`src/rtl/reg_unload_serializer_pkg.sv`:
```
// ----------------------------------------------------------------------------
// reg_unload_serializer_pkg
//   Shared definitions for the parallel-to-serial unload block:
//   - FSM state encoding (IDLE / SHIFT), kept as plain one-bit constants so
//     older tools and netlists see a fixed encoding.
//   - cnt_width(): bit-counter width derived from the word width.
// ----------------------------------------------------------------------------
package reg_unload_serializer_pkg;

    localparam logic STATE_IDLE  = 1'b0;
    localparam logic STATE_SHIFT = 1'b1;

    // Counter must hold WIDTH-1; never narrower than one bit.
    function automatic int cnt_width(input int width);
        return (width < 2) ? 1 : $clog2(width);
    endfunction

endpackage

```
`src/rtl/reg_unload_serializer_load_down_counter.sv`:
```
// ----------------------------------------------------------------------------
// load_down_counter
//   Loadable down counter used as the bit counter of the serializer.
//   Saturates at zero, so it can never underflow.
//
//   Ports:
//     clk    in   clock, rising edge
//     rst    in   synchronous active-high reset (count -> 0)
//     load   in   load value into count (priority over dec)
//     value  in   CW-bit load value
//     dec    in   decrement by one when count is non-zero
//     count  out  CW-bit current count
// ----------------------------------------------------------------------------
module load_down_counter #(
    parameter int CW = 3
) (
    input  logic          clk,
    input  logic          rst,
    input  logic          load,
    input  logic [CW-1:0] value,
    input  logic          dec,
    output logic [CW-1:0] count
);

    // NOTE: state registers use non-blocking assignments so every flop
    // samples the pre-edge values, independent of statement order.
    always_ff @(posedge clk) begin
        if (rst) begin
            count <= '0;
        end else if (load) begin
            count <= value;
        end else if (dec && (count != '0)) begin
            count <= count - 1'b1;
        end
    end

endmodule

```
`src/rtl/reg_unload_serializer.sv`:
```
// ----------------------------------------------------------------------------
// reg_unload_serializer
//   Accepts a WIDTH-bit word with a ready/load handshake and unloads it one
//   bit at a time over a valid/ready serial handshake, LSB or MSB first.
//   All outputs are decoded from registered state only.
//
//   Parameters:
//     WIDTH      word width in bits (2..64)
//     MSB_FIRST  0: LSB first, 1: MSB first
//
//   Ports:
//     i_clk     in   clock, rising edge
//     i_rst     in   synchronous active-high reset
//     i_data    in   WIDTH-bit parallel word
//     i_load    in   load request, accepted when o_ready=1
//     o_ready   out  block can accept a word (IDLE)
//     o_sdata   out  current serial bit
//     o_svalid  out  o_sdata is valid (SHIFT)
//     i_sready  in   downstream accepts the current bit
//     o_last    out  current bit is the final bit of the word
//     o_busy    out  a word is held (inverse of o_ready)
// ----------------------------------------------------------------------------
module reg_unload_serializer
    import reg_unload_serializer_pkg::*;
#(
    parameter int WIDTH     = 8,
    parameter int MSB_FIRST = 0
) (
    input  logic             i_clk,
    input  logic             i_rst,
    input  logic [WIDTH-1:0] i_data,
    input  logic             i_load,
    output logic             o_ready,
    output logic             o_sdata,
    output logic             o_svalid,
    input  logic             i_sready,
    output logic             o_last,
    output logic             o_busy
);

    localparam int            CW       = cnt_width(WIDTH);
    localparam logic [CW-1:0] LAST_IDX = CW'(WIDTH - 1);

    logic             state;
    logic [WIDTH-1:0] shift_word;
    logic [WIDTH-1:0] shifted;
    logic [CW-1:0]    count;
    logic             load_acc;
    logic             xfer;

    assign load_acc = (state == STATE_IDLE)  && i_load;
    assign xfer     = (state == STATE_SHIFT) && i_sready;

    load_down_counter #(
        .CW (CW)
    ) u_bit_cnt (
        .clk   (i_clk),
        .rst   (i_rst),
        .load  (load_acc),
        .value (LAST_IDX),
        .dec   (xfer),
        .count (count)
    );

    // NOTE: combinational blocks assign a default first so no path leaves
    // the output unassigned, which would otherwise infer a latch.
    always_comb begin
        shifted = shift_word;
        if (MSB_FIRST != 0) begin
            shifted = {shift_word[WIDTH-2:0], 1'b0};
        end else begin
            shifted = {1'b0, shift_word[WIDTH-1:1]};
        end
    end

    always_ff @(posedge i_clk) begin
        if (i_rst) begin
            state      <= STATE_IDLE;
            // NOTE: the data word is reset as well, so o_sdata is a known 0
            // out of reset rather than whatever the flops powered up with.
            shift_word <= '0;
        end else if (load_acc) begin
            state      <= STATE_SHIFT;
            shift_word <= i_data;
        end else if (xfer) begin
            // Shifting on the final bit too leaves the word zero in IDLE.
            shift_word <= shifted;
            if (count == '0) begin
                state <= STATE_IDLE;
            end
        end
    end

    assign o_ready  = (state == STATE_IDLE);
    assign o_busy   = (state == STATE_SHIFT);
    assign o_svalid = (state == STATE_SHIFT);
    assign o_sdata  = (MSB_FIRST != 0) ? shift_word[WIDTH-1] : shift_word[0];
    assign o_last   = (state == STATE_SHIFT) && (count == '0);

endmodule

```
`config.mk`:
```
export PLATFORM = sky130hd
export DESIGN_NAME = reg_unload_serializer
export DESIGN_NICKNAME = d
export VERILOG_FILES = /design/src/rtl/reg_unload_serializer_pkg.sv /design/src/rtl/reg_unload_serializer_load_down_counter.sv /design/src/rtl/reg_unload_serializer.sv
export SDC_FILE = /design/constraint.sdc
export NUM_CORES = 1
export LEC_CHECK = 0
export BUFFER_PORTS_ARGS = -buffer_cell sky130_fd_sc_hd__buf_2
export CORE_MARGIN = 2
export CORE_UTILIZATION = 45
export CTS_BUF_LIST = sky130_fd_sc_hd__clkbuf_2 sky130_fd_sc_hd__clkbuf_4 sky130_fd_sc_hd__clkbuf_8
export CTS_CLUSTER_SIZE = 16
export DETAILED_ROUTE_END_ITERATION = 8
export HOLD_SLACK_MARGIN = 0.03
export PLACE_DENSITY_LB_ADDON = 0.3
export SYNTH_ARGS = -nofsm -noshare
export SYNTH_HDL_FRONTEND = slang
export SYNTH_HIERARCHICAL = 1
export SYNTH_SLANG_ARGS = --single-unit
```
`constraint.sdc`:
```
create_clock -name i_clk -period 3.6 [get_ports i_clk]
set_clock_uncertainty 0.15 [all_clocks]
set_input_delay 0.36 -clock i_clk [delete_from_list [all_inputs] [get_ports i_clk]]
set_output_delay 0.36 -clock i_clk [all_outputs]
set_load 0.03 [all_outputs]
```
Yosys cells after proc, flatten, opt, wreduce, memory -nomap -nowiden
Index checks and enable logic that the tools add are counted.

operators by class
  add/subtract/negate cells = 1
  multiply operators = 0
  div/mod/pow operators = 0
  $lt $le $gt $ge = 0
  eq/ne operators = 0
  shift-type cells = 0
  multiplexer cells = 7
  bitwise gates (word level) = 1
  reductions and logical operators = 10

operator list
  cell                   count
  $mux W8                2
  $mux W3                2
  $reduce_bool A2 Y1     3
  $logic_and A1 B1 Y1    4
  $logic_not A3 Y1       1
  $mux W1                3
  $reduce_bool A3 Y1     1
  $sub A3 B1 Y3 const B  1
  $reduce_and A2 Y1      1
  $not A1 Y1             1

storage, ports and cells
  bits in registers = 12
  bits in latches = 0
  memory bits (writable) = 0
  bits in read-only memories = 0
  input port bits = 12
  word-level logic and storage cells = 22
  memories kept = 0

Depth between registers and ports, before layout
Gate-level depths: netlist of the first run.

  depth in word-level cells = 4
  gate-level depth with buffers = 6

Hierarchy
Netlist of the first run, hierarchy kept.

modules (own cells, without submodules)
  module                 instances  cells an instance  area each (um^2)
  reg_unload_serializer  1          46                 436.7
  load_down_counter      1          21                 182.7

Worst setup path before layout of the first run
Ideal clock, no wire load.

  kind = reg2out
  start point = register state (netlist: o_busy)
  end point = output o_last
  arrival time = 1.853 ns
  data required time = 3.090 ns
  slack = 1.237 ns
  stages on the path, launching flop included = 3
  buffers on the path = 0
  cells stage by stage = dfxtp_1 inv_1 nor4_1

between the ends
  word-level cells in the longest chain between the ends = 1

RTL lines
  element                   RTL line                     source
  start: declaration        reg_unload_serializer.sv:44  logic state;
  start signal: assignment  reg_unload_serializer.sv:78  state <= STATE_IDLE;
  start signal: assignment  reg_unload_serializer.sv:83  state <= STATE_SHIFT;
  start signal: assignment  reg_unload_serializer.sv:89  state <= STATE_IDLE;
  $logic_and A1 B1 Y1       reg_unload_serializer.sv:98  assign o_last = (state == STATE_SHIFT) && (count == '0);
  end: declaration          reg_unload_serializer.sv:37  output logic o_last,

Every way passes these cells.

Worst setup path in the final report of the first run
Same ends and word-level chain as after synthesis.

==> impl_metrics.json, run 1 <==
{
  "p_sw_mw": 0.0948,
  "synth.avg_cell_area_um2": 9.24,
  "synthCells": 67,
  "yosysUniqueCellTypes": 20,
  "p_int_mw": 0.236,
  "clock.fmax_ghz": 0.571,
  "via_count": 496,
  "cts_setup_buffers": 0,
  "drive_above_1_share": 0.259,
  "dr.first_iter.drc_count": 7,
  "gp_congestion": 0.820,
  "antenna_found_initial": 0,
  "pin_count": 17,
  "ys_seq_area_frac": 0.388,
  "diodes": 0,
  "final_common_cell": "buf_2",
  "cts_resized": 0,
  "cts_tree": "built",
  "overflow": 0,
  "core-area_um2": 1300,
  "hold_class": "in -> reg",
  "dpl.hpwl_um": 792,
  "clkTransAtPathRegs_ps": 80,
  "critPathKind": "reg -> out",
  "root_buffer": "clkbuf_4",
  "viasPerCell": 4.96,
  "crit_arrival_ps": 1240,
  "first_pass_iters": 2,
  "yosys_warnings": 6,
  "hold_viol": 0,
  "async_flop_share": 0,
  "rows": 13,
  "outcome": "completed",
  "period_needed_ps": 1750,
  "critPathCaptureType": "output pin",
  "synth_top_area_cell": "dfxtp_1",
  "cts_sinks": 12,
  "ant_nets": 0,
  "ir_worst_vdd_mv": 0.205,
  "routedWlPerCell_um": 11.1,
  "worst-path-max-fanout": 6,
  "required_ps": 3090,
  "final_cell_mix": "16 x buf_2, 12 x dfxtp_1, 8 x mux2i_1, 8 x nor2_1",
  "cts_max_level": 1,
  "synth_top_area_frac": 0.388,
  "period_share": 0.486,
  "grt_pass1_wl_mm": 1.77,
  "final_cell_count_no_fill": 100,
  "cts_hold_buf": 0,
  "synth_area_leaders": "dfxtp_1 39%, mux2i_1 13%, a211oi_1 8.5%",
  "drv_cap": 0,
  "synth_top_flop_cell": "dfxtp_1",
  "cts_max_path_buffers": 2,
  "rsz0062_at_grt": "no",
  "die_h_um": 41.1,
  "nNetsFinal": 100,
  "grt_max_degree": 17,
  "grt_usage": 0.167,
  "synth-edff-count": 0,
  "clock_power_share": 0.333,
  "setup_viol": 0,
  "slew_viol_final": 0,
  "numCtsBuffers": 3,
  "ys_ff_latch": 12,
  "area_growth_pct": 16.8,
  "numPortBuffers": 16,
  "tns_ps": 0,
  "grt_pass1_vias": 417,
  "dp.cells": 96,
  "route.detailed.drc": 0,
  "p_per_area_nw_per_um2": 457,
  "insertion_delay_ps": 270,
  "p_leak_nw": 0.370,
  "start_util": 0.476,
  "routed_wl_mm": 1.11,
  "seqPwrFrac": 0.463,
  "die-area_um2": 1690,
  "fp.dieW_um": 41.1,
  "synthesis.area_um2": 619,
  "startpoint_type": "flip-flop",
  "switching_share": 0.286,
  "comb_power_share": 0.204
}
[worst paths after layout]
path,start,to,slack (ps),depth (start not counted)
min reg2reg,shift_word[3],shift_word[2],360,2
min,i_data[7],shift_word[7],230,3
max,o_busy,o_last,1850,3
max reg2reg,o_busy,u_bit_cnt/count[1],1870,5
[logic make-up after synthesis]
group,count (synthesis),synth area share
AO/OA/AOI/OAI,11,0.125
other,1,0.00605
flip-flops,12,0.388
adder cells (fa/ha/maj),2,0.0404
XOR/XNOR,1,0.0141
buffers and inverters,11,0.105
AND/OR/NAND/NOR,21,0.192
multiplexers,8,0.129
[power by group through the flow]
stage | clock (mW) | sequential, mW | combinational, mW
2_1_floorplan | 0 | 0.159 | 0.0519
3_3_place_gp | 0 | 0.156 | 0.0670
3_5_place_dp | 0 | 0.156 | 0.0678
4_1_cts | 0.111 | 0.153 | 0.0683
5_1_grt | 0.121 | 0.155 | 0.0767
6_report | 0.110 | 0.153 | 0.0676
[area by class of cell]
class	instances	area (um^2)
clock buffer	4	36.3
sequential	12	240
tap	15	18.8
multi-input combinational	46	322
timing repair buffer	16	80.1
inverter	7	26.3
fill	130	578
[cell usage after synthesis (2+ instances only)]
cell,n
a211oi_1,7
a31oi_1,2
buf_4,2
dfxtp_1,12
ha_1,2
inv_1,7
mux2i_1,8
nand2_1,3
nand2b_4,2
nand3b_1,2
nor2_1,8
nor3_1,2
nor4_1,2
or3_1,2
[critical path, cell delays in order, from the launching register on]
cell and delay (ps):
dfxtp_1 400, inv_1 70, nor4_1 260, buf_2 240
[layer usage]
layer | track usage | share of wire | up-vias | routed length, um
li1 | - | - | 266 | -
met1 | 0.218 | 0.53 | 212 | 590
met2 | 0.219 | 0.39 | 14 | 435
met3 | 0.0652 | 0.058 | 4 | 65
met4 | 0.121 | 0.019 | 0 | 21
met5 | 0 | 0 | - | 0
[registers in the layout (all words and copies together), names as in the netlist]
name,cells
o_busy,1
shift_word,8
u_bit_cnt/count,3
[per-stage QoR]
| stage | setup WS, ps | area [um^2] | hold slack [ps] | total power [mW] | utilization |
|---|---|---|---|---|---|
| after CTS | 1830 | 723 | 239 | 0.333 | 0.556 |
| after detailed placement | 1880 | 687 | 345 | 0.224 | 0.528 |
| after floorplan | 1240 | 627 | 279 | 0.210 | - |
| final | 1850 | 723 | 230 | 0.331 | 0.556 |
| after global routing | 1690 | 723 | 250 | 0.353 | 0.556 |
| after global placement | 1910 | 687 | 340 | 0.223 | 0.528 |
Power figures use the tool's default switching activity.
==> run 2, diff against run 1 <==
- clock period: 3.6 -> 1.5 ns (I/O delays scaled with it)
==> impl_metrics.json, run 2 (synthesis results as in run 1) <==
{
  "wl_met1_um": 552,
  "setup_viol": 2,
  "whs_ps": 35.3,
  "clkTransAtPathRegs_ps": 80,
  "required_ps": 1550,
  "largest_reg_flops": 8,
  "p_leak_nw": 0.398,
  "p_per_area_nw_per_um2": 985,
  "top_register": "shift_word",
  "first_pass_iters": 3,
  "critPathKind": "reg -> reg",
  "cts_tree": "built",
  "highest_layer": "met4",
  "p_int_mw": 0.562,
  "hold_class": "in -> reg",
  "die-area_um2": 1690,
  "startpoint_type": "flip-flop",
  "root_buffer": "clkbuf_4",
  "dr_wl_met2_um": 518,
  "period_needed_ps": 1520,
  "numCtsBuffers": 3,
  "period_share": 1.02,
  "die_h_um": 41.1,
  "worst-path-max-fanout": 5,
  "pin_count": 17,
  "p_sw_mw": 0.224,
  "final_cell_mix": "15 x buf_2, 9 x dfxtp_1, 8 x mux2i_1, 8 x nor2_1, 7 x a211oi_1",
  "cts_sinks": 12,
  "dr.first_iter.drc_count": 8,
  "setup_ws_ps": -22.9,
  "antenna_found_initial": 0,
  "wl_met3_um": 38,
  "clock.fmax_ghz": 0.657,
  "overflow": 0,
  "slew_viol_final": 0,
  "comb_power_share": 0.248,
  "seqPwrFrac": 0.466,
  "total_power_mw": 0.786,
  "crit_arrival_ps": 1570,
  "critPathCaptureType": "flip-flop",
  "final_area_um2": 798,
  "routed_wl_mm": 1.13,
  "cts_max_path_buffers": 2,
  "place_area_um2": 756,
  "switching_share": 0.285,
  "via_count": 507,
  "nNetsFinal": 106,
  "final_common_cell": "buf_2",
  "ir_worst_vdd_mv": 0.534,
  "routedWlPerCell_um": 10.6,
  "clock_power_share": 0.286,
  "violations": "setup timing",
  "route.detailed.drc": 0,
  "cts_setup_buffers": 0,
  "grt_pass1_wl_mm": 1.79,
  "rsz0062_at_grt": "yes",
  "dpl.hpwl_um": 869,
  "gp_congestion": 0.706,
  "grt_usage": 0.172,
  "fp.dieW_um": 41.1,
  "numPortBuffers": 16,
  "start_util": 0.476,
  "drive_above_1_share": 0.396,
  "drv_cap": 0,
  "hold_viol": 0,
  "final_cell_count_no_fill": 106,
  "grt_pass1_vias": 444,
  "cts_max_level": 1,
  "diodes": 0,
  "core-area_um2": 1300,
  "area_growth_pct": 28.9,
  "rows": 13,
  "dp.cells": 101,
  "grt_max_degree": 16,
  "outcome": "finished, violations left",
  "final_util": 0.613,
  "ant_nets": 0,
  "viasPerCell": 4.78,
  "insertion_delay_ps": 270
}
-- run 2: worst max-delay path, stage by stage, from the launching register on --
cell	delay [ps]
dfxtp_4	350
inv_2	30
ha_2	160
ha_2	160
nand2b_4	150
or3_1	300
a31oi_1	140
-- run 2: cell type report --
class / instances / area, um^2
tap: 15 / 18.8
sequential: 12 / 249
multi-input combinational: 46 / 344
fill: 111 / 503
inverter: 7 / 26.3
clock buffer: 4 / 30.0
timing repair buffer: 22 / 130
-- run 2: worst paths after layout --
kind,end,depth (start not counted),from,slack [ps]
worst min-delay path,shift_word[7],3,i_data[7],40
worst max-delay path,u_bit_cnt/count[1],6,u_bit_cnt/count[0],-20
worst max register to register,u_bit_cnt/count[1],6,u_bit_cnt/count[0],-20
worst min register to register,shift_word[1],2,shift_word[2],340
-- run 2: power groups by stage --
stage / logic [mW] / registers [mW] / clock network (mW)
floorplan: 0.131 / 0.385 / 0
global placement: 0.191 / 0.370 / 0
detailed placement: 0.193 / 0.372 / 0
CTS: 0.198 / 0.365 / 0.234
global route: 0.218 / 0.370 / 0.249
finish: 0.195 / 0.366 / 0.225
-- run 2: metal layers --
layer	track usage	up-vias
li1	-	274
met1	0.195	221
met5	0	-
met3	0.0489	2
met2	0.273	10
met4	0.121	0
-- run 2: metrics by stage --
| step | TNS [ps] | setup WS (ps) |
|---|---|---|
| floorplan | 0 | 12.5 |
| global placement | 0 | 39.0 |
| detailed placement | -15.7 | -15.7 |
| CTS | -49.5 | -32.9 |
| global route | -167 | -83.9 |
| finish | -25.1 | -22.9 |
-- run 2: what timing repair did --
action / CTS / global route
endpoints found under the setup margin: 3 / 3
hold endpoints to repair: 1 / 0
pin swaps: 0 / 1
hold buffers: 1 / 0
resized for setup: 1 / 2
